File: src/rtl/button_press_classifier.sv
// Classifies a debounced switch into short, long, double and auto-repeat events.
// One shared saturating counter times press length, release gap and repeat period.
module button_press_classifier #(
    parameter int LONG_PRESS_CYCLES = 12_500_000,
    parameter int DOUBLE_GAP_CYCLES = 6_250_000,
    parameter int REPEAT_CYCLES     = 2_500_000
) (
    input  logic clk,
    input  logic i_Rst_n,
    input  logic i_Switch,
    output logic o_Short,
    output logic o_Long,
    output logic o_Double,
    output logic o_Repeat,
    output logic o_Held
);
    localparam int MAX_AB = (LONG_PRESS_CYCLES > DOUBLE_GAP_CYCLES) ? LONG_PRESS_CYCLES : DOUBLE_GAP_CYCLES;
    localparam int MAXP   = (MAX_AB > REPEAT_CYCLES) ? MAX_AB : REPEAT_CYCLES;
    localparam int CW     = $clog2(MAXP + 1);

    localparam logic [CW-1:0] LONG_N = CW'(LONG_PRESS_CYCLES);
    localparam logic [CW-1:0] GAP_N  = CW'(DOUBLE_GAP_CYCLES);
    localparam logic [CW-1:0] REP_N  = CW'(REPEAT_CYCLES);
    localparam logic [CW-1:0] ONE    = CW'(1);

    typedef enum logic [2:0] {
        ARM, IDLE, PRESSED, LONG_HELD, WAIT_SECOND, SECOND_PRESSED
    } state_t;

    state_t        state, state_nx;
    logic [CW-1:0] cnt, cnt_nx, cnt_inc;
    logic          short_nx, long_nx, double_nx, repeat_nx, held_nx;

    // Saturating increment shared by every state.
    assign cnt_inc = (&cnt) ? cnt : cnt + ONE;

    always_comb begin
        state_nx  = state;
        cnt_nx    = cnt;
        short_nx  = 1'b0;
        long_nx   = 1'b0;
        double_nx = 1'b0;
        repeat_nx = 1'b0;
        case (state)
            ARM: begin
                cnt_nx = '0;
                if (!i_Switch) state_nx = IDLE;
            end
            IDLE: begin
                if (i_Switch) begin
                    state_nx = PRESSED;
                    cnt_nx   = ONE;
                end else begin
                    cnt_nx = '0;
                end
            end
            PRESSED: begin
                if (i_Switch) begin
                    if (cnt_inc == LONG_N) begin
                        state_nx = LONG_HELD;
                        long_nx  = 1'b1;
                        cnt_nx   = '0;
                    end else begin
                        cnt_nx = cnt_inc;
                    end
                end else begin
                    state_nx = WAIT_SECOND;
                    cnt_nx   = ONE;
                end
            end
            LONG_HELD: begin
                if (i_Switch) begin
                    if (REPEAT_CYCLES != 0 && cnt_inc == REP_N) begin
                        repeat_nx = 1'b1;
                        cnt_nx    = '0;
                    end else begin
                        cnt_nx = cnt_inc;
                    end
                end else begin
                    state_nx = IDLE;
                    cnt_nx   = '0;
                end
            end
            WAIT_SECOND: begin
                if (!i_Switch) begin
                    if (cnt_inc == GAP_N) begin
                        state_nx = IDLE;
                        short_nx = 1'b1;
                        cnt_nx   = '0;
                    end else begin
                        cnt_nx = cnt_inc;
                    end
                end else begin
                    state_nx = SECOND_PRESSED;
                    cnt_nx   = '0;
                end
            end
            SECOND_PRESSED: begin
                if (i_Switch) begin
                    cnt_nx = cnt_inc;
                end else begin
                    state_nx  = IDLE;
                    double_nx = 1'b1;
                    cnt_nx    = '0;
                end
            end
            default: begin
                state_nx = ARM;
                cnt_nx   = '0;
            end
        endcase
        held_nx = (state_nx == LONG_HELD);
    end

    always_ff @(posedge clk or negedge i_Rst_n) begin
        if (!i_Rst_n) begin
            state    <= ARM;
            cnt      <= '0;
            o_Short  <= 1'b0;
            o_Long   <= 1'b0;
            o_Double <= 1'b0;
            o_Repeat <= 1'b0;
            o_Held   <= 1'b0;
        end else begin
            state    <= state_nx;
            cnt      <= cnt_nx;
            o_Short  <= short_nx;
            o_Long   <= long_nx;
            o_Double <= double_nx;
            o_Repeat <= repeat_nx;
            o_Held   <= held_nx;
        end
    end
endmodule

File: config.mk
export PLATFORM = sky130hd
export DESIGN_NAME = button_press_classifier
export DESIGN_NICKNAME = d
export VERILOG_FILES = /design/src/rtl/button_press_classifier.sv
export SDC_FILE = /design/constraint.sdc
export NUM_CORES = 1
export LEC_CHECK = 0
export ABC_AREA = 1
export BUFFER_PORTS_ARGS = -buffer_cell sky130_fd_sc_hd__buf_4
export CAP_MARGIN = 20
export CORE_MARGIN = 10
export CORE_UTILIZATION = 40
export CTS_CLUSTER_SIZE = 12
export DETAILED_ROUTE_END_ITERATION = 8
export HOLD_SLACK_MARGIN = 0.1
export PLACE_DENSITY = 0.57
export SETUP_SLACK_MARGIN = 0.05
export SYNTH_ARGS = -nofsm -noshare
export SYNTH_HDL_FRONTEND = slang
export SYNTH_SLANG_ARGS = --single-unit
File: constraint.sdc
create_clock -name clk -period 3.1 [get_ports clk]
set_clock_uncertainty 0.1 [all_clocks]
set_input_delay 0.62 -clock clk [delete_from_list [all_inputs] [get_ports clk]]
set_output_delay 0.62 -clock clk [all_outputs]
set_load 0.03 [all_outputs]
Word level (Yosys, flattened, before mapping) --
Index checks and enable logic that the tools add are counted.
Storage, ports and cells: bits in registers 32, latch bits 0, memory bits (writable) 0, bits in read-only memories 0, input bits 3, output and inout port bits 5, logic and storage cells 48, memories kept 0
Operators by class: $add $sub $neg 1, multiply operators 0, div/mod/pow operators 0, magnitude comparators 0, equal/unequal tests 9, shift-type cells 0, muxes and demuxes 28, bitwise operators 0, reduce and logical (&&, ||, !) cells 3
Operator list (number):
- 2-to-1 mux 24 bit | 8
- case mux 24 bit (5 select lines) | 1
- adder 24 x 1 -> 24 bit (second input constant) | 1
- equality test 24 x 22 -> 1 bit (second input constant) | 1
- equality test 24 x 23 -> 1 bit (second input constant) | 1
- equality test 24 bit (second input constant) | 1
- AND reduction 24 bit | 1
- 2-to-1 mux 3 bit | 6
- 2-to-1 mux 1 bit | 12
- case mux 3 bit (4 select lines) | 1
- equality test 3 x 2 -> 1 bit (second input constant) | 3
- equality test 3 bit (second input constant) | 2
- equality test 3 x 1 -> 1 bit (second input constant) | 1
- zero test 3 bit | 1
- OR reduction 3 bit | 1

Longest topological paths before layout --
word-level depth 7, mapped depth 18, depth with buffers taken out 17

Least setup slack after synthesis --
Ideal clock, no wire load.
kind reg2reg, start point register cnt[0], end point register cnt[20], library setup time 0.116 ns, arrival time 2.083 ns, required time 2.884 ns, slack 0.801 ns, stages on the path, launching flop included 18, period minus slack after synthesis 2.299 ns, cells stage by stage dfrtp_1 ha_1 inv_1 nor2_2 nand2_4 nor2_4 nand3_1 nand3_1 nand2_1 nor2_1 nand2_1 nor2_1 nand2_1 buf_6 nand4_1 nand2_1 inv_1 nand2_1
Between the ends: longest elaborated chain between the ends 6, elaborated cells between the ends (all ways) 14
RTL lines:
- from (decl) | RTL line 31 | logic [CW-1:0] cnt, cnt_nx, cnt_inc;
- from (signal assigned) | RTL line 126 | cnt <= cnt_nx;
- adder 24 x 1 -> 24 bit or AND reduction 24 bit (tied branches) | RTL line 35 | assign cnt_inc = (&cnt) ? cnt : cnt + ONE;
- 2-to-1 mux 24 bit * | RTL line 35
- equality test 24 x 23 -> 1 bit, or another cell as far along | RTL line 86 | if (cnt_inc == GAP_N) begin
- 2-to-1 mux 24 bit (on tied branches) | RTL line 86, 59, 73
- 2-to-1 mux 24 bit (on tied branches) | RTL line 85, 58, 72
- case mux 24 bit (5 select lines) * | RTL line 44 | case (state)
- via cnt_nx[20] | RTL line 31
Mark *: on every way through the listed nets, which the timed path passes. The rest lies on a longest branch.

Final worst setup path --
start point register cnt[0], end point register cnt[14]
Same word-level chain as after synthesis.

==> results.md <==
- Inst Count DP: 676
- Layout cells sized above 1: 0.07785
- Compound-cell area share of the yosys netlist: 0.05707
- Reg2reg start: cnt[0]
- Final Hold Slack: 179.0 ps
- CTS tree: yes
- Number of synthesized flops with an enable pin: 0
- Asr flop ratio synth: 1.000
- Crit path DAT: between 2000 and 3000 ps
- Crit path cell chain: ha_1 > inv_1 > nor2_4 > nand2_4 > nor2_4 > nand2_8 > nand2_1 > inv_1 > nor2_1 > nand2_1 > nor2_1 > nand2_4 > nand4_1 > nand3_1
- Overflow after GRT: 0
- Synth warn: 0
- Drt wl/cell: 15.95 um
- Skew-Pair Late Insertion Delay: 290 ps
- Clock tree sinks: 32
- Drt first-iter violations: 383
- Total Power: 0.001243 W
- DP Area: 3477 sq um
- Area of the mapped netlist: 3311 sq um
- Type of the worst min-delay path: primary input to async pin
- Crit path required time: 3140 ps
- Clock power frac: 0.255
- # fillers: 874
- Netlist cell types: 32
- Initial antenna violation count: 0
- Top_reg_cell synth: dfrtp_1
- Period utilization: 0.8909
- FF+latch count, synth: 32
- Global Route Usage Sum: 0.1738
- Max-Cap Viols: 0
- CP peak stage delay: 400 ps
- Critical path startpoint category: flop
- Adder-cell share of the synthesized area: 0.003779
- Max IR drop VDD: 0.3247 mV
- Cts hold-fix bufs: 0
- Post-route insts no fill: slightly below 700
- Cell taking the most area after synthesis: dfrtp_1
- RD Place Congestion: 0.9386
- DRC violation count after routing: 0
- Worst-Margin Slew: 670.8 ps
- Seq/Total Area, Yosys: 0.2419
- Xor and xnor area share after synthesis: 0.03175
- Count of pins over their slew limit: 0
- Leakage power: 1.624 nW
- PortBufs: 7
- Net Switching: 0.0005259 W
- Combinational family with the most area after synthesis: simple AND/OR/NAND/NOR gates
- Post-synthesis net count: roughly 580
- R2R depth: 14
- Syn Area/Cell: just under 6 sq um
- Area grow syn2layout: 8.465%
- Setup TNS Final: 0 ps
- Fraction of the mapped netlist area in simple logic gates: 0.5514
- Status: finished, final reports clean
- H-tree levels: 2
- Detail Route Antenna Nets: 0
- Crit. Startpoint: cnt[0]
- I/O Pins: 8
- CTS Root Cell: clkbuf_8
- Crit. End Element: flop
- Top cell type's share of synthesized area: 0.2419
- R2r setup slk: 340 ps
- Fin nets: 582
- Worst setup path class: flop to flop
- Ranking of synthesized cells by area: dfrtp_1, nand2_1, nand3_1, nor2_1, nand4_1
- Slowest cell on crit path: dfrtp_1
- Final Hold Vio Count: 0
- Synth cell count leaders: nand2_1, nor2_1, nand3_1
- Core Footprint: 8134 sq um
- Drt total wl: roughly 11 mm
- Internal power: 0.0007175 W
- Post-Layout Inst Area: 3591 sq um
- # diodes: 0
- First-pass GRT wire length: 18.15 mm
- DPL Wire Length: around 8 mm
- Starting Density: 0.4070
- Count leader, synth: nand2_1
- DR vias/cell: 5.492
- Clock Path Buffers: 2
- Sw frac: 0.4229
- R2R Path End: cnt[14]
- TritonCTS buffer count: 5
- Die height: 111.0 um
- Iteration count of the initial detailed-routing pass: 5
- # setup viols final: 0
- Row cnt: 33
- Min Tclk post-route: 2762 ps
- Fmax: 362.1 MHz
- Detailed-route via count: 3751
- Die extent in x: ~110 um
- Vias in the first global route: 3496
- PD cells: approximately 350 nW/um^2
- Post-synthesis mux area share: 0
- Gate power share: 0.358
- CP max FO: 36
- RSZ-0062 raised after global routing: no
- Cell count after synthesis: 574
- Clock Pin Slew Worst Setup and Hold Paths: 70 ps
- Die footprint: around 12000 sq um
- Pin count of the biggest net entering global routing: 62
- Seq pwr share: 0.387
- Relative slew slack: 0.5512
==> layout by cell type (no fill, tap or decap), types with 4 or more instances in the layout <==
master    count
xnor2_1       4
nand4_1      45
nand2_1     162
inv_1        69
dfrtp_1      32
nand3b_1      4
o21ai_0      11
nor2_2        4
nor2_1       91
nand2_2       6
nand3_1      80
buf_4        20
o211ai_1      5
nor2_4        4
xor2_1        8
clkbuf_8      5
nor3_1        4
==> critical path: cells and delay by family (launching register included) <==
kind,cells,cell delay (ps)
simple gates,11,1680
flops,1,400
fa+ha+maj,1,220
buf+inv,2,190
==> worst max-delay path by stage <==
| stage | to | cells after the start |
|---|---|---|
| floorplan | cnt[20] | 17 |
| CTS | cnt[19] | 16 |
| global route | cnt[11] | 16 |
| global placement | cnt[14] | 14 |
| detailed placement | cnt[20] | 16 |
| finish | cnt[14] | 14 |
==> logic make-up (layout without fill, tap and decap cells) <==
logic type,after synthesis,count (layout)
adders and majority gates,1,1
AOI/OAI and AO/OA,29,29
DFF,32,32
and+or+nand+nor,407,407
xor gates and xnor gates,12,12
buffers and inverters,93,97
==> metrics by stage <==
step                      setup slack [ps]    util
after floorplan                      800.8       -
after CTS                            104.8  0.4373
after global routing                 71.39  0.4415
after global placement               95.83  0.4275
final                                338.3  0.4415
after detailed placement             31.71  0.4275
==> area by class of cell <==
class	instances	area, sq um	share of cell area
multi-input combinational	449	2168	0.6038
sequential	32	800.8	0.2230
inverter	70	262.8	0.07317
timing repair buffer	20	150.1	0.04181
tap	105	131.4	0.03659
clock buffer	6	72.57	0.02021
clock inverter	1	5.005	0.001394
==> power by group through the flow <==
stage          sequential, W  combinational (W)  clock [W]
2_1_floorplan       0.000497           0.000283          0
3_3_place_gp        0.000488           0.000438          0
3_5_place_dp        0.000489           0.000440          0
4_1_cts             0.000481           0.000442   0.000322
5_1_grt             0.000487           0.000496   0.000339
6_report            0.000482           0.000445   0.000317
==> routing by layer <==
metal,up-vias,share of wire,GRT usage
li1,1879,-,-
met1,1736,0.47,0.2351
met2,122,0.46,0.2807
met3,14,0.050,0.02165
met4,0,0.020,0.04948
met5,-,0,0
==> sequential cells by signal, indices dropped and copies added, names as in the netlist <==
| signal | flops |
|---|---|
| state | 3 |
| o_Long | 1 |
| cnt | 24 |
| o_Short | 1 |
| o_Repeat | 1 |
| o_Held | 1 |
| o_Double | 1 |
==> what timing repair did <==
item | in CTS | in global routing
resized for setup | 1 | 8
buffers inserted | 0 | 0
endpoints found under the setup margin | 9 | 22
(Power assumes the default switching activity.)
